--- src/rtl/max_scan_engine.sv ---
// Scan engine: walks a word array in data memory, finds the signed maximum and its
// offset, then writes them to MAX_ADDR and IDX_ADDR while holding the memory port.
module max_scan_engine #(
  parameter int ADDR_W   = 12,
  parameter int DATA_W   = 16,
  parameter int MAX_ADDR = 200,
  parameter int IDX_ADDR = 204
) (
  input  logic              clk,
  input  logic              rst_n,
  input  logic              start,
  input  logic [ADDR_W-1:0] base_addr,
  input  logic [ADDR_W-1:0] count,
  output logic [ADDR_W-1:0] mem_address,
  output logic              mem_read,
  output logic              mem_write,
  output logic [DATA_W-1:0] mem_write_data,
  input  logic [DATA_W-1:0] mem_read_data,
  output logic              busy,
  output logic              done,
  output logic              empty,
  output logic [DATA_W-1:0] result_max,
  output logic [DATA_W-1:0] result_index
);

  typedef enum logic [2:0] {IDLE, FIRST, SCAN, WR_MAX, WR_IDX, DONE} state_t;

  state_t              state_q, state_d;
  logic [ADDR_W-1:0]   base_q, base_d;
  logic [ADDR_W-1:0]   count_q, count_d;
  logic [ADDR_W-1:0]   i_q, i_d;
  logic [ADDR_W-1:0]   idx_q, idx_d;
  logic [DATA_W-1:0]   max_q, max_d;
  logic [DATA_W-1:0]   result_max_q, result_max_d;
  logic [DATA_W-1:0]   result_index_q, result_index_d;
  logic                empty_q, empty_d;

  always_comb begin
    state_d        = state_q;
    base_d         = base_q;
    count_d        = count_q;
    i_d            = i_q;
    idx_d          = idx_q;
    max_d          = max_q;
    result_max_d   = result_max_q;
    result_index_d = result_index_q;
    empty_d        = empty_q;
    mem_address    = '0;
    mem_read       = 1'b0;
    mem_write      = 1'b0;
    mem_write_data = '0;

    case (state_q)
      IDLE: begin
        if (start) begin
          if (count != '0) begin
            base_d  = base_addr;
            count_d = count;
            i_d     = '0;
            empty_d = 1'b0;
            state_d = FIRST;
          end else begin
            empty_d = 1'b1;
            state_d = DONE;
          end
        end
      end
      FIRST: begin
        mem_address = base_q;
        mem_read    = 1'b1;
        max_d       = mem_read_data;
        idx_d       = '0;
        i_d         = ADDR_W'(1);
        state_d     = (count_q > ADDR_W'(1)) ? SCAN : WR_MAX;
      end
      SCAN: begin
        // Address wraps naturally at ADDR_W bits; strict compare keeps the earliest tie.
        mem_address = base_q + i_q;
        mem_read    = 1'b1;
        if ($signed(mem_read_data) > $signed(max_q)) begin
          max_d = mem_read_data;
          idx_d = i_q;
        end
        i_d = i_q + ADDR_W'(1);
        if (i_q == count_q - ADDR_W'(1)) state_d = WR_MAX;
      end
      WR_MAX: begin
        mem_address    = ADDR_W'(MAX_ADDR);
        mem_write      = 1'b1;
        mem_write_data = max_q;
        state_d        = WR_IDX;
      end
      WR_IDX: begin
        mem_address    = ADDR_W'(IDX_ADDR);
        mem_write      = 1'b1;
        mem_write_data = DATA_W'(idx_q);
        result_max_d   = max_q;
        result_index_d = DATA_W'(idx_q);
        state_d        = DONE;
      end
      DONE:    state_d = IDLE;
      default: state_d = IDLE;
    endcase
  end

  always_ff @(posedge clk) begin
    if (!rst_n) begin
      state_q        <= IDLE;
      base_q         <= '0;
      count_q        <= '0;
      i_q            <= '0;
      idx_q          <= '0;
      max_q          <= '0;
      result_max_q   <= '0;
      result_index_q <= '0;
      empty_q        <= 1'b0;
    end else begin
      state_q        <= state_d;
      base_q         <= base_d;
      count_q        <= count_d;
      i_q            <= i_d;
      idx_q          <= idx_d;
      max_q          <= max_d;
      result_max_q   <= result_max_d;
      result_index_q <= result_index_d;
      empty_q        <= empty_d;
    end
  end

  assign busy         = (state_q != IDLE);
  assign done         = (state_q == DONE);
  assign empty        = done & empty_q;
  assign result_max   = result_max_q;
  assign result_index = result_index_q;

endmodule

--- config.mk ---
export PLATFORM = sky130hd
export DESIGN_NAME = max_scan_engine
export DESIGN_NICKNAME = d
export VERILOG_FILES = /design/src/rtl/max_scan_engine.sv
export SDC_FILE = /design/constraint.sdc
export NUM_CORES = 1
export LEC_CHECK = 0
export CAP_MARGIN = 5
export CORE_ASPECT_RATIO = 1.1
export CORE_MARGIN = 4
export CORE_UTILIZATION = 56
export CTS_CLUSTER_DIAMETER = 60
export CTS_CLUSTER_SIZE = 28
export DETAILED_ROUTE_END_ITERATION = 16
export PLACE_DENSITY_LB_ADDON = 0.05
export SYNTH_ARGS = -nofsm -noshare
export SYNTH_HDL_FRONTEND = slang
export SYNTH_SLANG_ARGS = --single-unit
export TNS_END_PERCENT = 20
--- constraint.sdc ---
create_clock -name clk -period 3.49 [get_ports clk]
set_clock_uncertainty 0.05 [all_clocks]
set_input_delay 0.349 -clock clk [delete_from_list [all_inputs] [get_ports clk]]
set_output_delay 0.349 -clock clk [all_outputs]
set_load 0.03 [all_outputs]
==> impl_results.md <==
* Critical Path RT at approximately 3100 ps
* Area of the multi-input gates at between 3000 and 4000 um2
* Largest cells by area after synthesis: dfxtp_1 36%, nand2_1 13%, a21boi_0 7.2%
* Final Slew Violations at 0
* Initial antenna violation count at 0
* Final-report hold violation count at 0
* Power share of the combinational group at 0.215
* Total power at around 2.4 mW
* Achievable frequency at 0.298 GHz
* Seq pwr share at 0.493
* Ys async rst share at 0
* Cell variety after synth at between 40 and 50
* Status: complete, no violations
* Clock Sinks at 96
* CTS clk-pin slew, worst paths at ~100 ps
* Gr usage total at 0.254
* Register bit total from synthesis at between 90 and 100
* Placement Rows at 37
* Vias per cell at between 5 and 6
* CTS H-tree lvls at 3
* Ys Warns at 0
* Largest net degree at the start of global routing at 80
* Tmin final at 3360 ps
* Period utilisation layout at 0.962
* Synthesis-to-layout area growth at 24.2%
* Number of global-route vias before repair at ~4,700
* Post-Route WL at around 14,000 um
* Critical path class: reg2out
* Core region area at around 9400 um2
* Syn Area/Cell at roughly 7.9 um2
* P_leak at around 2.7 nW
* Synth area leader: dfxtp_1
* Post-synth top area share at 0.355
* Post-synth EDFFs at 0
* Synth Cell Area at approximately 5400 um2
* Ant diodes at 0
* Nets at 853
* Worst-Skew Late Latency at 380 ps
* # setup viols final at 0
* Layout cells sized above 1 at 0.0548
* Sequential cell area at slightly below 2000 um2
* Die height at 111 um
* Hold Crit Class: reg2reg
* Router iterations before antenna repair at 5
* Most used flip-flop cell after synthesis: dfxtp_1
* WL/cell at 15.6 um
* Clock buffer depth at 2
* Root Driver: clkbuf_8
* Internal reg-to-reg setup slack at approximately 1100 ps
* Remaining Overflow, GRT at 0
* Crit path launch: i_q[6]$_SDFFE_PN0P_
* Filler Cell Count at around 800
* First-pass GRT wire length at between 20,000 and 25,000 um
* R2R Path End: max_q[4]$_SDFFE_PN0P_
* Antenna viol nets, final at 0
* TritonCTS clock tree: done
* CTS Buf Count at 9
* Fin cells at around 900
* FF-to-FF Start: state_q[1]$_SDFFE_PN0P_
* Routability Congestion at 0.948
* Max-Cap Viols at 0
* Crit-path max FO at 5
* Hold Buf Count CTS at 0
* Critical path endpoint: mem_address[11]
* Hold WS at approximately 410 ps
* Clock power share at 0.293
* CP endpoint kind: output port
* I/O pin total at between 100 and 150
* Number of port buffers at 103
* Reg2Reg Depth at 8
* Critical path startpoint category: flip-flop
* Initial DRC Count at between 150 and 200
* Initial core utilization at 0.575
* Placed cell count at 885
* Internal power at roughly 1.7 mW
* Switching part of the total at 0.324
* Slew headroom at 0.551
* Sequential share of the synthesized area at 0.355
* Worst Tran Pin Value at between 600 and 700 ps
* Die Span X at roughly 100 um
* DRC at 0
* Pwr/cell area at 364 nW/um2
* Post-Synthesis Cells at approximately 700
* RSZ-0062 raised after global routing: true
* Hpwl dp at 10,600 um
* Via count at a little under 5,000
* Switching power at a little under 800 uW
* Critical Path AT at slightly below 3000 ps
* Die area at between 10,000 and 15,000 um2
* Max VDD drop at about 0.19 mV
[worst min-delay path by stage]
stage / from / end / slack, ps / cells past startpoint
floorplan: idx_q[11]$_SDFFE_PN0P_ / idx_q[11]$_SDFFE_PN0P_ / 390 / 2
global placement: idx_q[1]$_SDFFE_PN0P_ / idx_q[1]$_SDFFE_PN0P_ / 400 / 2
detailed placement: idx_q[10]$_SDFFE_PN0P_ / idx_q[10]$_SDFFE_PN0P_ / 400 / 2
CTS: idx_q[10]$_SDFFE_PN0P_ / idx_q[10]$_SDFFE_PN0P_ / 420 / 2
global route: idx_q[11]$_SDFFE_PN0P_ / idx_q[11]$_SDFFE_PN0P_ / 440 / 2
finish: idx_q[10]$_SDFFE_PN0P_ / idx_q[10]$_SDFFE_PN0P_ / 410 / 2
[area by class of cell]
| class | count | area share |
|---|---|---|
| clock buffers | 9 | 0.0184 |
| clock inverters | 7 | 0.00931 |
| well taps | 117 | 0.0218 |
| inverters | 24 | 0.0134 |
| repair buffers | 119 | 0.171 |
| multi-input cells | 529 | 0.480 |
| flip-flops and latches | 96 | 0.286 |
[metal layers]
layer / up-vias / wire [um] / global-route usage
li1: 2492 / - / -
met1: 2291 / 5930 / 0.319
met2: 135 / 7120 / 0.439
met3: 20 / 721 / 0.0289
met4: 0 / 282 / 0.0931
met5: - / 0 / 0
[Yosys cell counts, types with 2 or more instances]
cell type / n
nand2_1: 191
dfxtp_1: 96
a21boi_0: 52
nor2_1: 31
ha_1: 30
mux2i_1: 30
clkbuf_1: 28
inv_1: 24
xnor2_1: 23
o21ai_0: 22
nand3_1: 21
a21oi_1: 14
xor2_1: 13
nor4_1: 10
nor3_1: 9
and2_1: 7
o21a_1: 7
buf_2: 6
buf_4: 6
nand2b_1: 6
nand4_1: 6
nor2b_1: 6
a21o_1: 4
a31oi_1: 4
and3_1: 4
nand3b_1: 4
o21bai_1: 4
or3_1: 4
a211oi_1: 3
a22o_1: 3
buf_1: 2
o211ai_1: 2
o31ai_1: 2
[worst max-delay path: stages (launching register included)]
cell and delay, ps:
dfxtp_1 400, ha_1 340, o21ai_0 120, o21bai_1 230, a31oi_1 160, o21a_1 200
or3_1 360, a211oi_1 220, o21bai_1 130, dlygate4sd2_1 410
[per-stage QoR]
| stage | setup slack (ps) | utilization | cell area, um2 | TNS, ps |
|---|---|---|---|---|
| finish | 132 | 0.715 | 6720 | 0 |
| floorplan | 535 | - | 5420 | 0 |
| CTS | 14.7 | 0.715 | 6720 | 0 |
| detailed placement | 180 | 0.696 | 6540 | 0 |
| global route | -23.5 | 0.715 | 6720 | -23.5 |
| global placement | 200 | 0.696 | 6540 | 0 |
[placed cells by master, fill, tap and decap left out, types with 23 or more instances in the layout]
cell type,n
mux2i_1,30
nand2_1,191
nor2_1,31
ha_1,30
a21boi_0,52
inv_1,24
xnor2_1,23
clkdlybuf4s50_1,97
dfxtp_1,96
[state kept, by name, summed over array words and instances (netlist names)]
register / cells
base_q: 12
count_q: 12
empty_q: 1
i_q: 12
idx_q: 12
max_q: 16
result_index: 12
result_max: 16
state_q: 3
[power groups by stage]
stage	registers (mW)	logic, mW	clock network (mW)
after floorplan	1.20	0.374	0
after global placement	1.23	0.516	0
after detailed placement	1.23	0.524	0
after CTS	1.21	0.527	0.727
after global routing	1.21	0.581	0.776
final	1.21	0.525	0.716
[kinds of logic (layout without fill, tap and decap cells)]
| group | Yosys count | in the layout | share of synthesized area |
|---|---|---|---|
| XOR/XNOR | 36 | 36 | 0.0583 |
| multiplexers | 30 | 30 | 0.0555 |
| buffers and inverters | 66 | 159 | 0.0514 |
| other | 1 | 4 | 0.000693 |
| AND/OR/NAND/NOR | 304 | 304 | 0.246 |
| flip-flops | 96 | 96 | 0.355 |
| adder cells (fa/ha/maj) | 31 | 31 | 0.0731 |
| AO/OA/AOI/OAI | 124 | 124 | 0.160 |
[timing repair]
action / 4_1_cts / 5_1_grt
gates resized for setup: 4 / 9
endpoints found under the setup margin: 4 / 4
buffers inserted: 0 / 0
cloned: 0 / 0
Power figures use the tool's default switching activity.
